### src/rtl/seg_scan_decoder_pkg.sv
// Shared constants for the scanned seven-segment decoder: segment patterns,
// FSM state encoding and the active-low bit conventions of the display bus.
package seg_scan_decoder_pkg;

    localparam int SEG_W   = 8;
    localparam int DP_BIT  = 7;
    localparam int SEG_MSB = 6;

    // Both the segment lines and the digit enables are driven low when active.
    localparam logic SEG_ACTIVE = 1'b0;
    localparam logic AN_ACTIVE  = 1'b0;

    typedef logic [1:0] state_t;

    localparam state_t ST_IDLE   = 2'd0;
    localparam state_t ST_SETTLE = 2'd1;
    localparam state_t ST_HOLD   = 2'd2;

    // Index k holds the g..a pattern that displays hex digit k.
    localparam logic [15:0][6:0] SEG_PATTERNS = {
        7'h0E, 7'h06, 7'h21, 7'h46, 7'h03, 7'h08, 7'h18, 7'h00,
        7'h78, 7'h02, 7'h12, 7'h19, 7'h30, 7'h24, 7'h79, 7'h40
    };

endpackage

### src/rtl/seg_scan_decoder_lut.sv
// Reverse lookup from a seven-segment pattern to its hex nibble; purely
// combinational, with match low when the pattern is not one of the 16 codes.
module seg_pattern_lut
    import seg_scan_decoder_pkg::*;
(
    input  logic [6:0] seg,
    output logic [3:0] nibble,
    output logic       match
);

    logic [15:0] hit;

    genvar gi;
    generate
        for (gi = 0; gi < 16; gi++) begin : g_cmp
            assign hit[gi] = (seg == SEG_PATTERNS[gi]);
        end
    endgenerate

    // Patterns are distinct, so at most one hit bit is ever set.
    always_comb begin
        nibble = 4'd0;
        match  = |hit;
        for (int k = 0; k < 16; k++) begin
            if (hit[k]) begin
                nibble = 4'(k);
            end
        end
    end

endmodule

### src/rtl/seg_scan_decoder.sv
// Recovers digit values from a multiplexed seven-segment display: waits for
// each dwell to settle, captures the digit once and assembles whole frames.
module seg_scan_decoder
    import seg_scan_decoder_pkg::*;
#(
    parameter int N_DIGITS      = 4,
    parameter int STABLE_CYCLES = 4
) (
    input  logic                  clk,
    input  logic                  rst,
    input  logic [7:0]            seg,
    input  logic [N_DIGITS-1:0]   an,
    output logic [4*N_DIGITS-1:0] out_data,
    output logic [N_DIGITS-1:0]   out_dp,
    output logic [N_DIGITS-1:0]   out_err,
    output logic                  out_valid,
    input  logic                  out_ready,
    output logic                  overrun
);

    localparam int CNT_W  = $clog2(STABLE_CYCLES + 1);
    localparam int SAMP_W = SEG_W + N_DIGITS;
    localparam logic [N_DIGITS-1:0] ONE = N_DIGITS'(1);

    state_t                state_q, state_d;
    logic [CNT_W-1:0]      cnt_q, cnt_d;
    logic [SAMP_W-1:0]     samp_q, samp_d;
    logic [N_DIGITS-1:0]   seen_q, seen_d;
    logic [4*N_DIGITS-1:0] dig_data_q, dig_data_d;
    logic [N_DIGITS-1:0]   dig_dp_q, dig_dp_d;
    logic [N_DIGITS-1:0]   dig_err_q, dig_err_d;
    logic [4*N_DIGITS-1:0] out_data_q, out_data_d;
    logic [N_DIGITS-1:0]   out_dp_q, out_dp_d;
    logic [N_DIGITS-1:0]   out_err_q, out_err_d;
    logic                  out_valid_q, out_valid_d;
    logic                  overrun_q, overrun_d;

    logic [N_DIGITS-1:0]   sel_hot;
    logic                  sel_valid;
    logic [SAMP_W-1:0]     sample;
    logic                  same;
    logic                  capture;
    logic [N_DIGITS-1:0]   cap_hot;
    logic [N_DIGITS-1:0]   seen_set;
    logic                  frame_done;
    logic [3:0]            lut_nibble;
    logic                  lut_match;

    seg_pattern_lut u_lut (
        .seg    (seg[SEG_MSB:0]),
        .nibble (lut_nibble),
        .match  (lut_match)
    );

    // A digit is selected only when exactly its enable is asserted.
    genvar gi;
    generate
        for (gi = 0; gi < N_DIGITS; gi++) begin : g_sel
            assign sel_hot[gi] = ((an ^ {N_DIGITS{~AN_ACTIVE}}) == (ONE << gi));
        end
    endgenerate

    assign sel_valid = |sel_hot;
    assign sample    = {seg, an};
    assign same      = (sample == samp_q);

    always_comb begin
        state_d = state_q;
        cnt_d   = cnt_q;
        samp_d  = samp_q;
        capture = 1'b0;
        case (state_q)
            ST_IDLE: begin
                if (sel_valid) begin
                    state_d = ST_SETTLE;
                    cnt_d   = CNT_W'(1);
                    samp_d  = sample;
                end
            end
            ST_SETTLE: begin
                if (!sel_valid) begin
                    state_d = ST_IDLE;
                    cnt_d   = '0;
                end else if (!same) begin
                    cnt_d  = CNT_W'(1);
                    samp_d = sample;
                end else if (cnt_q == CNT_W'(STABLE_CYCLES - 1)) begin
                    state_d = ST_HOLD;
                    cnt_d   = CNT_W'(STABLE_CYCLES);
                    capture = 1'b1;
                end else begin
                    cnt_d = cnt_q + CNT_W'(1);
                end
            end
            ST_HOLD: begin
                if (!sel_valid) begin
                    state_d = ST_IDLE;
                    cnt_d   = '0;
                end else if (!same) begin
                    state_d = ST_SETTLE;
                    cnt_d   = CNT_W'(1);
                    samp_d  = sample;
                end
            end
            default: begin
                state_d = ST_IDLE;
                cnt_d   = '0;
            end
        endcase
    end

    assign cap_hot    = capture ? sel_hot : '0;
    assign seen_set   = seen_q | cap_hot;
    assign frame_done = capture && (&seen_set);

    always_comb begin
        dig_data_d = dig_data_q;
        dig_dp_d   = dig_dp_q;
        dig_err_d  = dig_err_q;
        for (int i = 0; i < N_DIGITS; i++) begin
            if (cap_hot[i]) begin
                dig_data_d[4*i +: 4] = lut_nibble;
                dig_dp_d[i]          = (seg[DP_BIT] == SEG_ACTIVE);
                dig_err_d[i]         = ~lut_match;
            end
        end
    end

    // The completing digit is taken from the _d values so it lands in the frame.
    always_comb begin
        seen_d      = frame_done ? '0 : seen_set;
        out_data_d  = out_data_q;
        out_dp_d    = out_dp_q;
        out_err_d   = out_err_q;
        out_valid_d = out_valid_q;
        overrun_d   = overrun_q;
        if (frame_done) begin
            if (!out_valid_q || out_ready) begin
                out_data_d  = dig_data_d;
                out_dp_d    = dig_dp_d;
                out_err_d   = dig_err_d;
                out_valid_d = 1'b1;
            end else begin
                overrun_d = 1'b1;
            end
        end else if (out_valid_q && out_ready) begin
            out_valid_d = 1'b0;
        end
    end

    always_ff @(posedge clk or posedge rst) begin
        if (rst) begin
            state_q     <= ST_IDLE;
            cnt_q       <= '0;
            samp_q      <= '0;
            seen_q      <= '0;
            dig_data_q  <= '0;
            dig_dp_q    <= '0;
            dig_err_q   <= '0;
            out_data_q  <= '0;
            out_dp_q    <= '0;
            out_err_q   <= '0;
            out_valid_q <= 1'b0;
            overrun_q   <= 1'b0;
        end else begin
            state_q     <= state_d;
            cnt_q       <= cnt_d;
            samp_q      <= samp_d;
            seen_q      <= seen_d;
            dig_data_q  <= dig_data_d;
            dig_dp_q    <= dig_dp_d;
            dig_err_q   <= dig_err_d;
            out_data_q  <= out_data_d;
            out_dp_q    <= out_dp_d;
            out_err_q   <= out_err_d;
            out_valid_q <= out_valid_d;
            overrun_q   <= overrun_d;
        end
    end

    assign out_data  = out_data_q;
    assign out_dp    = out_dp_q;
    assign out_err   = out_err_q;
    assign out_valid = out_valid_q;
    assign overrun   = overrun_q;

endmodule

### config.mk
export PLATFORM = sky130hd
export DESIGN_NAME = seg_scan_decoder
export DESIGN_NICKNAME = d
export VERILOG_FILES = /design/src/rtl/seg_scan_decoder_pkg.sv /design/src/rtl/seg_scan_decoder_lut.sv /design/src/rtl/seg_scan_decoder.sv
export SDC_FILE = /design/constraint.sdc
export NUM_CORES = 1
export LEC_CHECK = 0
export ABC_CLOCK_PERIOD_IN_PS = 6600
export CAP_MARGIN = 20
export CORE_ASPECT_RATIO = 1.5
export CORE_UTILIZATION = 55
export DETAILED_ROUTE_END_ITERATION = 10
export PLACE_DENSITY = 0.79
export REMOVE_ABC_BUFFERS = 1
export SYNTH_ARGS = -nofsm -noshare
export SYNTH_HDL_FRONTEND = slang
export SYNTH_SLANG_ARGS = --single-unit
### constraint.sdc
create_clock -name clk -period 6.6 [get_ports clk]
set_input_delay 1.32 -clock clk [delete_from_list [all_inputs] [get_ports clk]]
set_output_delay 1.32 -clock clk [all_outputs]
set_load 0.01 [all_outputs]
==> impl_summary.md, run 1 <==
Status
The run finished with clean final reports.

STA
The final setup TNS is 0 ns. The tightest slew margin relative to the limit is around 42%. In the finished design, the share of the clock period the worst path needs comes to 62.7%. The clock period could shrink to slightly above 4 ns. The clock arrives with 0.0105 ns of skew. The actual slew at the worst max-slew pin is 0.868 ns. Derived from the worst setup path, the maximum achievable clock frequency is 242 MHz. The final hold slack is 0.477 ns. The hold violation count in the final report was 0. Setup repair after global routing left no endpoint under its margin. The final number of max-transition violations is 0.

Setup violations remaining at the end of the flow were counted as 0.

Hold path
In this run the most critical hold path is launched from overrun. The worst hold path belongs to the class flop to flop. The worst hold path stage count is 1. The worst hold endpoint is overrun.

Final layout
The area overhead of the layout relative to synthesis is 18.4%. The layout cell share with drive strength beyond 1 is 22.6%. The number of fill cells in the layout is 470.

Leaving out fill and tap cells, the most frequent cell in the layout is dfrtp_1. The top cell types in the final layout, fill and taps aside, are dfrtp_1 (71), clkdlybuf4s50_1 (40), mux2_2 (39). The number of antenna diodes is 0.

The number of nets at the end of the flow is 365.

Routing
The first routing iteration left 150 violations. The number of iterations in the first detailed-routing pass is 4. In the routed layout, each cell is associated on average with a via count of 5.92. The post-detailed-route count of antenna-violating nets is 0.

The detailed-route DRC error count is 0. The wire length per cell is 17.1 um. For this block, the routed nets add up to 7270 um of wire. Across all layers, the routed design uses around 2500 vias.

Synthesis
The register area share after synthesis is 47.4%. Among all flip-flop cells after synthesis, the most frequent one is dfrtp_1. The mapped cell area is 3750 um^2. The top cell type by total area after synthesis is dfrtp_1. Counting flops and latches in the post-synthesis netlist gives 71. In this run, distinct cell masters in the synthesized netlist total 59. For this run, the number of Yosys warnings is 0. After synthesis, the mean cell area works out to 12.1 um^2.

The top cell type by area accounts for about 47% of the synthesized area. The proportion of synthesized flip-flops having asynchronous set or reset is 100%. By area the synthesized netlist is led by dfrtp_1 (47%), mux2_2 (12%), mux2i_1 (2.4%). Counting every instance in the synthesized netlist gives 309. The synthesized design contains 0 enable-type register cells.

Global routing
The number of antenna violations at the first check in global routing is 0. The total overflow reported by the global router is 0. The global-route wire length before repair is 12000 um. The aggregate global-route resource usage is 21.6%. Entering global routing, the biggest net connects 72 pins. The via count of the first global-routing pass was 2505.

Setup path
The startpoint of the worst register-to-register path is state_q[1]. In this run the register-to-register setup slack is 3.72 ns. The worst setup path category is input pin to flop. The highest net fanout along the worst path is 18. The worst register-to-register path has a depth of 8. STA puts the critical path data required time at slightly below 7 ns. The kind of start point of the critical path is an input pin.

Data arrives at the worst endpoint at 4.35 ns. In this run the worst setup path begins at seg[3]. STA classifies the critical path endpoint as a flop. In this run the critical register-to-register path is captured at out_data[6].

Job
The number of max-cap violations is 0.

Die
The die span in y is 103 um. In this run the standard cell core region covers 6530 um^2. Once the floorplan was initialized, standard cells occupied 57.4% of the core. The floorplan step set the die width to 69.4 um. The floorplan step defined a die boundary enclosing 7150 um^2. The number of cell rows is 36. 41 I/O pins were placed.

Place
The number of buffers added on ports is 40. The congestion estimate from routability-driven global placement came to about 0.83. After legalization and detailed placement, the total HPWL measured 4850 um.

Pwr
Dividing total power by cell area gives a power density of 274 nW/um^2. VDD sags by at most approximately 0.20 mV. The leakage power figure is 2.04 nW.

Clock network
Clock-pin slew was measured on the worst setup and hold paths at roughly 0.08 ns. The H-tree generated during clock tree synthesis spans 3 levels. The maximum buffer depth of the clock tree is 2. Post-CTS repair changed the size of 0 cells. The TritonCTS clock tree is done. The clock sink total is 71. In this run, post-CTS hold repair placed 0 buffers. The later pin in the worst-skew pair is clocked with a latency of 0.34 ns.

In this run the post-CTS setup repair buffer count came out at 0. The clock buffer count from CTS is 9. The tree is rooted in a clkbuf_8.
## Yosys cell counts, types with 3 or more instances
| cell type | instances |
|---|---|
| a21o_1 | 3 |
| a21oi_1 | 10 |
| a22oi_1 | 3 |
| a31oi_1 | 4 |
| and2_1 | 5 |
| and3b_1 | 3 |
| and4b_1 | 3 |
| buf_2 | 4 |
| buf_4 | 4 |
| clkbuf_1 | 8 |
| dfrtp_1 | 71 |
| ha_1 | 6 |
| inv_1 | 18 |
| mux2_2 | 39 |
| mux2_4 | 6 |
| mux2i_1 | 9 |
| nand2_1 | 12 |
| nand2b_1 | 4 |
| nand3_1 | 8 |
| nand4_1 | 4 |
| nand4_4 | 3 |
| nor2_1 | 11 |
| nor3_1 | 3 |
| nor4_1 | 3 |
| nor4_4 | 3 |
| nor4bb_1 | 4 |
| o21ai_0 | 6 |
| xnor2_1 | 6 |
| xnor2_2 | 4 |
## stage by stage
| stage | cells | power [mW] | utilization, % | worst slack, ns | instance area, um^2 |
|---|---|---|---|---|---|
| final | 425 | 1.22 | 67.9 | 2.46 | 4440 |
| after global routing | 425 | 1.27 | 67.9 | 2.33 | 4440 |
| after floorplan | 291 | 0.719 | - | 3.13 | 3640 |
| after global placement | 408 | 0.765 | 63.5 | 1.90 | 4150 |
| after CTS | 424 | 1.23 | 67.5 | 2.14 | 4410 |
| after detailed placement | 408 | 0.775 | 63.5 | 1.81 | 4150 |
## power by group
| part | internal, mW | leakage, nW | switching, mW |
|---|---|---|---|
| Sequential | 0.478 | 0.913 | 0.0418 |
| Clock | 0.289 | 0.126 | 0.159 |
| Combinational | 0.125 | 1.00 | 0.124 |
## critical path, cell delays in order
cell and delay (ns):
clkdlybuf4s50_1 0.93, xnor2_4 0.19, nand4_4 0.23, nor4_2 0.58
and2_1 0.52, buf_16 0.22, mux2_2 0.35
## cell type report
type                       instances  area, um^2  share of cell area [%]
tap                               76        95.1                    2.14
inverter                          18        67.6                    1.52
multi-input combinational        202        1800                    40.6
clock inverter                     6         133                    2.99
sequential                        71        1780                    40.1
clock buffer                      10         128                    2.88
timing repair buffer              42         435                    9.82
## state kept, by name, indices dropped and copies added (netlist names)
| register | cells |
|---|---|
| dig_err_q | 4 |
| dig_dp_q | 4 |
| dig_data_q | 16 |
| overrun | 1 |
| out_dp | 4 |
| out_data | 16 |
| state_q | 2 |
| seen_q | 4 |
| out_err | 4 |
| samp_q | 12 |
| out_valid | 1 |
| cnt_q | 3 |
## kinds of logic (layout without fill, tap and decap cells)
| family | after synthesis | count (layout) | share of synthesized area, % |
|---|---|---|---|
| AND/OR/NAND/NOR | 86 | 86 | 16.8 |
| buffers and inverters | 36 | 76 | 4.54 |
| AO/OA/AOI/OAI | 42 | 42 | 7.68 |
| XOR/XNOR | 14 | 14 | 5.08 |
| multiplexers | 54 | 54 | 16.5 |
| flip-flops | 71 | 71 | 47.4 |
| adder cells (fa/ha/maj) | 6 | 6 | 2.00 |
## worst max path at each step
stage                        to  slack (ns)  cells past startpoint
finish              out_data[6]        2.46                      7
global route        out_data[6]        2.33                      7
CTS                 out_data[6]        2.14                      6
detailed placement    out_dp[2]        1.81                      6
global placement      out_dp[3]        1.90                      6
floorplan           out_data[0]        3.13                      5
## layer usage
metal	vias to the layer above	part of all wire (%)	track usage, %
li1	1199	-	-
met1	1239	42	25.6
met2	61	52	37.8
met3	18	3.5	4.79
met4	0	2.5	9.26
met5	-	0	0
No activity file was read; power rests on OpenSTA's default activity.
==> run 2: changes to the inputs <==
--- a/config.mk
+++ b/config.mk
@@ -5,7 +5,7 @@
 export SDC_FILE = /design/constraint.sdc
 export NUM_CORES = 1
 export LEC_CHECK = 0
-export ABC_CLOCK_PERIOD_IN_PS = 6600
+export ABC_CLOCK_PERIOD_IN_PS = 4100
 export CAP_MARGIN = 20
 export CORE_ASPECT_RATIO = 1.5
 export CORE_UTILIZATION = 55
==> constraint.sdc (replaced) <==
create_clock -name clk -period 4.1 [get_ports clk]
set_input_delay 0.82 -clock clk [delete_from_list [all_inputs] [get_ports clk]]
set_output_delay 0.82 -clock clk [all_outputs]
set_load 0.01 [all_outputs]
==> run 2 against run 1 <==
Compared with the run above:
- total power rose by 42%
- first-iteration DRC count down 2.7%
- combinational power is 66% higher
- register-to-register slack got worse by 2.3 ns
- sequential cell count is the same
- core utilization up 0.34 points
- clock power grew 7.1%
- final area up 0.51%
- worst hold slack worse by 0.011 ns
- critical path type unchanged
- critical endpoint is now out_data[15]
- largest power group unchanged
==> impl_summary.md, run 2 (same netlist as run 1, synthesis figures left out) <==
Status
The run finished with clean final reports.

Routing
The iteration-0 DRC count of the detailed router is 146 (-2.7%). The detailed-route DRC error count is 0 (unchanged). The wire length per cell came to 17.7 um (+3.4%). The total number of vias came to 2616 (+3.9%).

The number of iterations in the first detailed-routing pass is 4 (unchanged). The post-detailed-route count of antenna-violating nets is 0 (unchanged). The number of vias per cell is 5.93 (+0.16%). The total detailed-routing wirelength is 7800 um (+7.3%).

Final layout
The number of antenna diodes is 0 (unchanged). In the layout the commonest cells are dfrtp_1 (71), clkdlybuf4s50_1 (40), mux2_2 (39). The non-filler instance count after layout is 441 (+3.8%). The area overhead of the layout relative to synthesis is 19.0%. The number of nets at the end of the flow is 382 (+4.7%). The most common cell after layout, fill and taps aside is dfrtp_1. The layout cell share with drive strength beyond 1 was 26.3% (+3.7 points).

The share of the core filled with cells in the final layout is 68.3% (+0.34 points).

STA
The share of the clock period used by the worst path after layout is just over 80%. The tightest slew margin relative to the limit was 57.8% (+16 points). Setup repair after global routing left no endpoint under its margin. The final setup TNS is 0 ns (unchanged).

The final number of max-transition violations is 0 (unchanged). The shortest period the worst path allows is 3.31 ns. The clock skew was 0.00870 ns (-0.00182 ns). The hold violation count in the final report came to 0 (unchanged).

The worst-case setup margin in the final layout is 0.794 ns (-1.67 ns). The actual slew at the worst max-slew pin is 0.628 ns (-0.240 ns). The number of failing setup endpoints in the final timing report is 0 (unchanged). The fmax is 303 MHz.

Place
The number of placed instances with taps included is 425 (+4.2%). The placed wire-length estimate is 5650 um (+16%). The post-placement setup slack is 0.451 ns (-1.35 ns). The number of buffers added on ports is 40 (unchanged). The routability congestion estimate from global placement came to 0.855 (+2.7%).

Pwr
The clock share of power is 27.7% (-9.1 points). The cell internal power dissipation was 1.20 mW (+35%). The part of the power in combinational logic came to 24.0% (+3.5 points). The power dissipated by switching net loads is 0.525 mW (+62%). The power per unit of standard cell area was 388 nW/um^2 (+41%). The sequential cell fraction of total power is 48.3% (+5.6 points). The leakage power figure is 2.09 nW (+2.5%). The share of total power consumed by net switching is 30.4% (+3.7 points). The worst voltage drop across the vdd grid is 0.269 mV (+37%).

Die
The area of the core region is 6530 um^2 (unchanged). The overall die area is 7150 um^2 (unchanged). The die span in y is 103 um (unchanged). The number of cell rows is 36 (unchanged). The width of the chip is 69.4 um (unchanged). The top-level port count is 41 (unchanged). The effective utilization at floorplan is 57.4% (unchanged).

Hold path
The path class of the tightest hold or removal check is flop to flop.

Clock network
The number of setup buffers added after CTS is 0 (unchanged). The number of hold buffers added after CTS is 0 (unchanged). The maximum buffer depth of the clock tree is 2 (unchanged). The count of cells resized by post-cts repair came to 0 (unchanged).

The insertion delay of the later-clocked pin in the worst-skew pair is 0.35 ns (about the same). The H-tree depth is 3 (unchanged). The clock sink total came to 71 (unchanged). The TritonCTS clock tree is done. The clock transition time at the flip-flop clock pins of the worst setup and hold paths came to 0.07 ns (about the same). The master cell of the clock root buffer is clkbuf_8. The clock buffer count from CTS is 9 (unchanged).

Global routing
The global-route wire length before repair is 12800 um (+6.6%). The total overflow reported by the global router is 0 (unchanged). The via count of the first global-routing pass is 2651 (+5.8%).

The aggregate global-route resource usage came to 23.3% (+1.8 points). The maximum number of pins on one net before global-route repair was 47 (-35%). The number of antenna violations at the first check in global routing came to 0 (unchanged).

Job
The number of max-cap violations is 0 (unchanged).

Setup path
The setup path with the least slack is of type input pin to flop. The worst endpoint required time came to 4.33 ns (-2.49 ns). The highest net fanout along the worst path is 15 (-3). The worst setup path is captured at a flop.

The data arrival time of the critical path is 3.53 ns (-0.82 ns). The kind of start point of the critical path is an input pin.
## run 2: cell types whose count changed in the layout (fill, tap and decap cells not counted), sizes merged
cell | before | now
buf | 2 | 19
clkinvlp | 1 | 0
bufinv | 4 | 0
clkinv | 1 | 5
## run 2: path summary, 6_finish.rpt
check	from	end	slack (ns)	depth (start not counted)
min in group asynchronous	rst	out_valid	0.63	2
worst min-delay path	overrun	overrun	0.47	1
max in group asynchronous	rst	samp_q[9]	2.80	4
worst min register to register	overrun	overrun	0.47	1
worst max register to register	cnt_q[0]	out_data[15]	1.42	7
worst max-delay path	seg[5]	out_data[15]	0.79	6
## run 2: stage by stage
step | hold WS [ns] | instance area [um^2] | power [mW]
after detailed placement | 0.452 | 4280 | 1.26
after global routing | 0.502 | 4460 | 1.82
after global placement | 0.446 | 4280 | 1.24
after floorplan | 0.433 | 3640 | 1.16
final | 0.466 | 4460 | 1.73
after CTS | 0.470 | 4440 | 1.75
## run 2: cell type report
class	instances	area (um^2)
clock buffers	10	138
clock inverters	5	25.0
fillers	481	2070
inverters	18	67.6
multi-input cells	202	1800
flip-flops and latches	71	1780
well taps	76	95.1
repair buffers	59	556
## run 2: routing by layer
metal,GRT usage [%],up-vias,wire length [um]
met1,27.1,1307,3200
met5,0,-,0
met4,12.9,0,238
met2,40.7,68,4070
met3,4.69,20,294
li1,-,1221,-
## run 2: worst max-delay path, cell delays in order
cell and delay [ns]:
clkdlybuf4s50_1 0.79, xnor2_2 0.19, nand4_4 0.23, or4_1 0.84, mux2_4 0.40, mux2_4 0.26
## run 2: power by group through the flow
stage	clock network (mW)	logic [mW]	registers [mW]
after global routing	0.524	0.452	0.843
after detailed placement	0	0.414	0.848
final	0.480	0.414	0.835
after global placement	0	0.397	0.843
after CTS	0.496	0.416	0.835
after floorplan	0	0.322	0.836
==> run 3: changes to the inputs <==
--- a/config.mk
+++ b/config.mk
@@ -5,7 +5,7 @@
 export SDC_FILE = /design/constraint.sdc
 export NUM_CORES = 1
 export LEC_CHECK = 0
-export ABC_CLOCK_PERIOD_IN_PS = 4100
+export ABC_CLOCK_PERIOD_IN_PS = 3200
 export CAP_MARGIN = 20
 export CORE_ASPECT_RATIO = 1.5
 export CORE_UTILIZATION = 55
==> constraint.sdc (replaced) <==
create_clock -name clk -period 3.2 [get_ports clk]
set_input_delay 0.64 -clock clk [delete_from_list [all_inputs] [get_ports clk]]
set_output_delay 0.64 -clock clk [all_outputs]
set_load 0.01 [all_outputs]
==> run 3 against run 2 <==
Compared with the run above:
- core utilization increased by 2.5 points
- worst hold slack lost 0.0040 ns
- combinational power up 35%
- count of clock-buffer cells in the layout grew 1
- global-route usage rose by 1.0 points
==> impl_summary.md, run 3 (same netlist as run 1, synthesis figures left out) <==
Setup path
The worst endpoint required time is 3.43 ns (-0.90 ns). The kind of start point of the critical path is an input pin. The cell occurring most often along the worst timing path is buf_12.

Walking the worst path, the cells encountered are clkdlybuf4s50_1 -> xnor2_4 -> nand4_4 -> buf_12 -> nor4_2 -> and2_1 -> buf_12 -> mux2_2. The startpoint of the worst register-to-register path is cnt_q[0]. The maximum single-stage delay on the critical path is 0.69 ns (-0.15 ns). The count of buffer and inverter cells on the critical path is 3 (+2). The slowest cell on the critical path is clkdlybuf4s50_1.

The element type at the critical path end is a flop. The data arrival time of the critical path is 3.01 ns (-0.52 ns). The kind of cell adding the most delay to the critical path is buffers and inverters. The highest net fanout along the worst path is 24 (+9). The timing startpoint of the critical path is an[3]. The critical path is of the input pin to flop type.

Final layout
Leaving out fill and tap cells, the most frequent cells in the layout are dfrtp_1 (71), clkdlybuf4s50_1 (40), mux2_2 (39). The layout cell share with drive strength beyond 1 is 27.3% (+1.0 points). The number of nets at the end of the flow is 386 (+1.0%). The number of antenna diodes is 0 (unchanged). Leaving out fill and tap cells, the most frequent cell in the layout is dfrtp_1. The area overhead of the layout relative to synthesis is 23.3%. The finished layout cell area is 4620 um^2 (+3.6%). The non-filler instance count after layout is 446 (+1.1%).

Clock network
The insertion delay of the later-clocked pin in the worst-skew pair is 0.36 ns (about the same). The clock buffer count from CTS is 9 (unchanged). The master cell of the clock root buffer is clkbuf_8. The count of cells resized by post-cts repair is 0 (unchanged). The number of hold buffers added after CTS is 0 (unchanged). The clock transition time at the flip-flop clock pins of the worst setup and hold paths is 0.08 ns (about the same). The clock sink total was 71 (unchanged). The H-tree depth is 3 (unchanged). The TritonCTS clock tree is done. The maximum buffer depth of the clock tree is 2 (unchanged). The number of setup buffers added after CTS is 0 (unchanged).

Global routing
The via count of the first global-routing pass is 2622 (-1.1%). The maximum number of pins on one net before global-route repair came to 43 (-8.5%). The number of antenna violations at the first check in global routing is 0 (unchanged). The aggregate global-route resource usage came to 24.4% (+1.0 points). The total overflow reported by the global router was 0 (unchanged). The global-route wire length before repair is 13100 um (+2.8%).

Die
The die span in y was 103 um (unchanged). The width of the chip is 69.4 um (unchanged). The effective utilization at floorplan was 57.4% (unchanged).

The area of the core region is 6530 um^2 (unchanged). The overall die area came to 7150 um^2 (unchanged). The number of cell rows is 36 (unchanged). The top-level port count came to 41 (unchanged).

STA
The share of the clock period used by the worst path after layout is approximately 87%. The hold violation count in the final report is 0 (unchanged). The tightest slew margin relative to the limit is 59.0% (+1.3 points). The clock skew is 0.0117 ns (+0.00302 ns). The final setup TNS is 0 ns (unchanged).

The final hold slack came to 0.462 ns (-0.00398 ns). The final number of max-transition violations came to 0 (unchanged). Setup repair after global routing left no endpoint under its margin. The number of failing setup endpoints in the final timing report is 0 (unchanged). The shortest period the worst path allows is 2.77 ns. The worst-case setup margin in the final layout is 0.427 ns (-0.368 ns). The actual slew at the worst max-slew pin was 0.608 ns (-0.0198 ns).

The fmax is 361 MHz.

Hold path
The classification of the worst-slack hold path is flop to flop. The startpoint of the most critical hold path is overrun.

Pwr
The power per unit of standard cell area is 529 nW/um^2 (+36%). The leakage power figure is 2.14 nW (+2.5%). The worst voltage drop across the vdd grid came to 0.538 mV (+100%).

Job
The number of max-cap violations came to 0 (unchanged).

Routing
The total detailed-routing wirelength is 7890 um (+1.1%). The number of vias per cell is 5.85 (-1.4%). The number of iterations in the first detailed-routing pass is 4 (unchanged). The wire length per cell is 17.7 um (about the same). The post-detailed-route count of antenna-violating nets came to 0 (unchanged). The total number of vias is 2608 (-0.31%). The iteration-0 DRC count of the detailed router is 146 (unchanged). The detailed-route DRC error count was 0 (unchanged).

Place
The number of placed instances with taps included is 430 (+1.2%). The post-placement setup slack is 0.0934 ns (-0.357 ns). The instance area after placement is 4390 um^2 (+2.6%). The placed wire-length estimate is 5650 um (about the same). The routability congestion estimate from global placement was 0.850 (-0.58%).

The number of buffers added on ports was 40 (unchanged).

Status
The flow ran to the end, and the final reports show no timing, DRC or antenna violations.
[run 3: layout make-up]
class                           instances  area, um^2
Clock buffer                           11         151
Clock inverter                          5        80.1
Fill cell                             463        1910
Inverter                               18        67.6
Multi-Input combinational cell        202        1800
Sequential cell                        71        1780
Tap cell                               76        95.1
Timing Repair Buffer                   63         648
[run 3: worst reg2reg max path, cell delays in order (launching register included)]
cell and delay [ns]:
dfrtp_1 0.37, ha_1 0.17, ha_1 0.23, and2_1 0.25
nand4_1 0.13, or4_1 0.42, buf_4 0.20, mux2_4 0.31
mux2_4 0.26
[run 3: path summary, 6_finish.rpt]
check | endpoint | slack, ns | cells after the start
setup reg to reg | out_data[13] | 0.75 | 8
min in group asynchronous | out_valid | 0.68 | 2
hold reg to reg | overrun | 0.46 | 1
hold / removal | overrun | 0.46 | 1
setup / recovery | out_dp[2] | 0.43 | 8
max in group asynchronous | out_data[8] | 1.87 | 3
[run 3: through the flow]
step	utilization (%)	power [mW]
after floorplan	-	1.48
after global placement	67.2	1.63
after detailed placement	67.2	1.65
after CTS	70.7	2.47
after global routing	70.7	2.56
final	70.7	2.44
[run 3: metal layers]
metal	GRT usage (%)	routed length, um
met1	28.2	3210
met2	43.2	4230
met3	6.16	303
met4	10.0	145
met5	0	0
[run 3: power breakdown]
group / internal (mW) / total (mW) / leakage (nW) / switching (mW)
logic: 0.292 / 0.558 / 1.12 / 0.265
registers: 0.985 / 1.07 / 0.913 / 0.0840
clock network: 0.480 / 0.816 / 0.112 / 0.336
total: 1.76 / 2.44 / 2.14 / 0.685
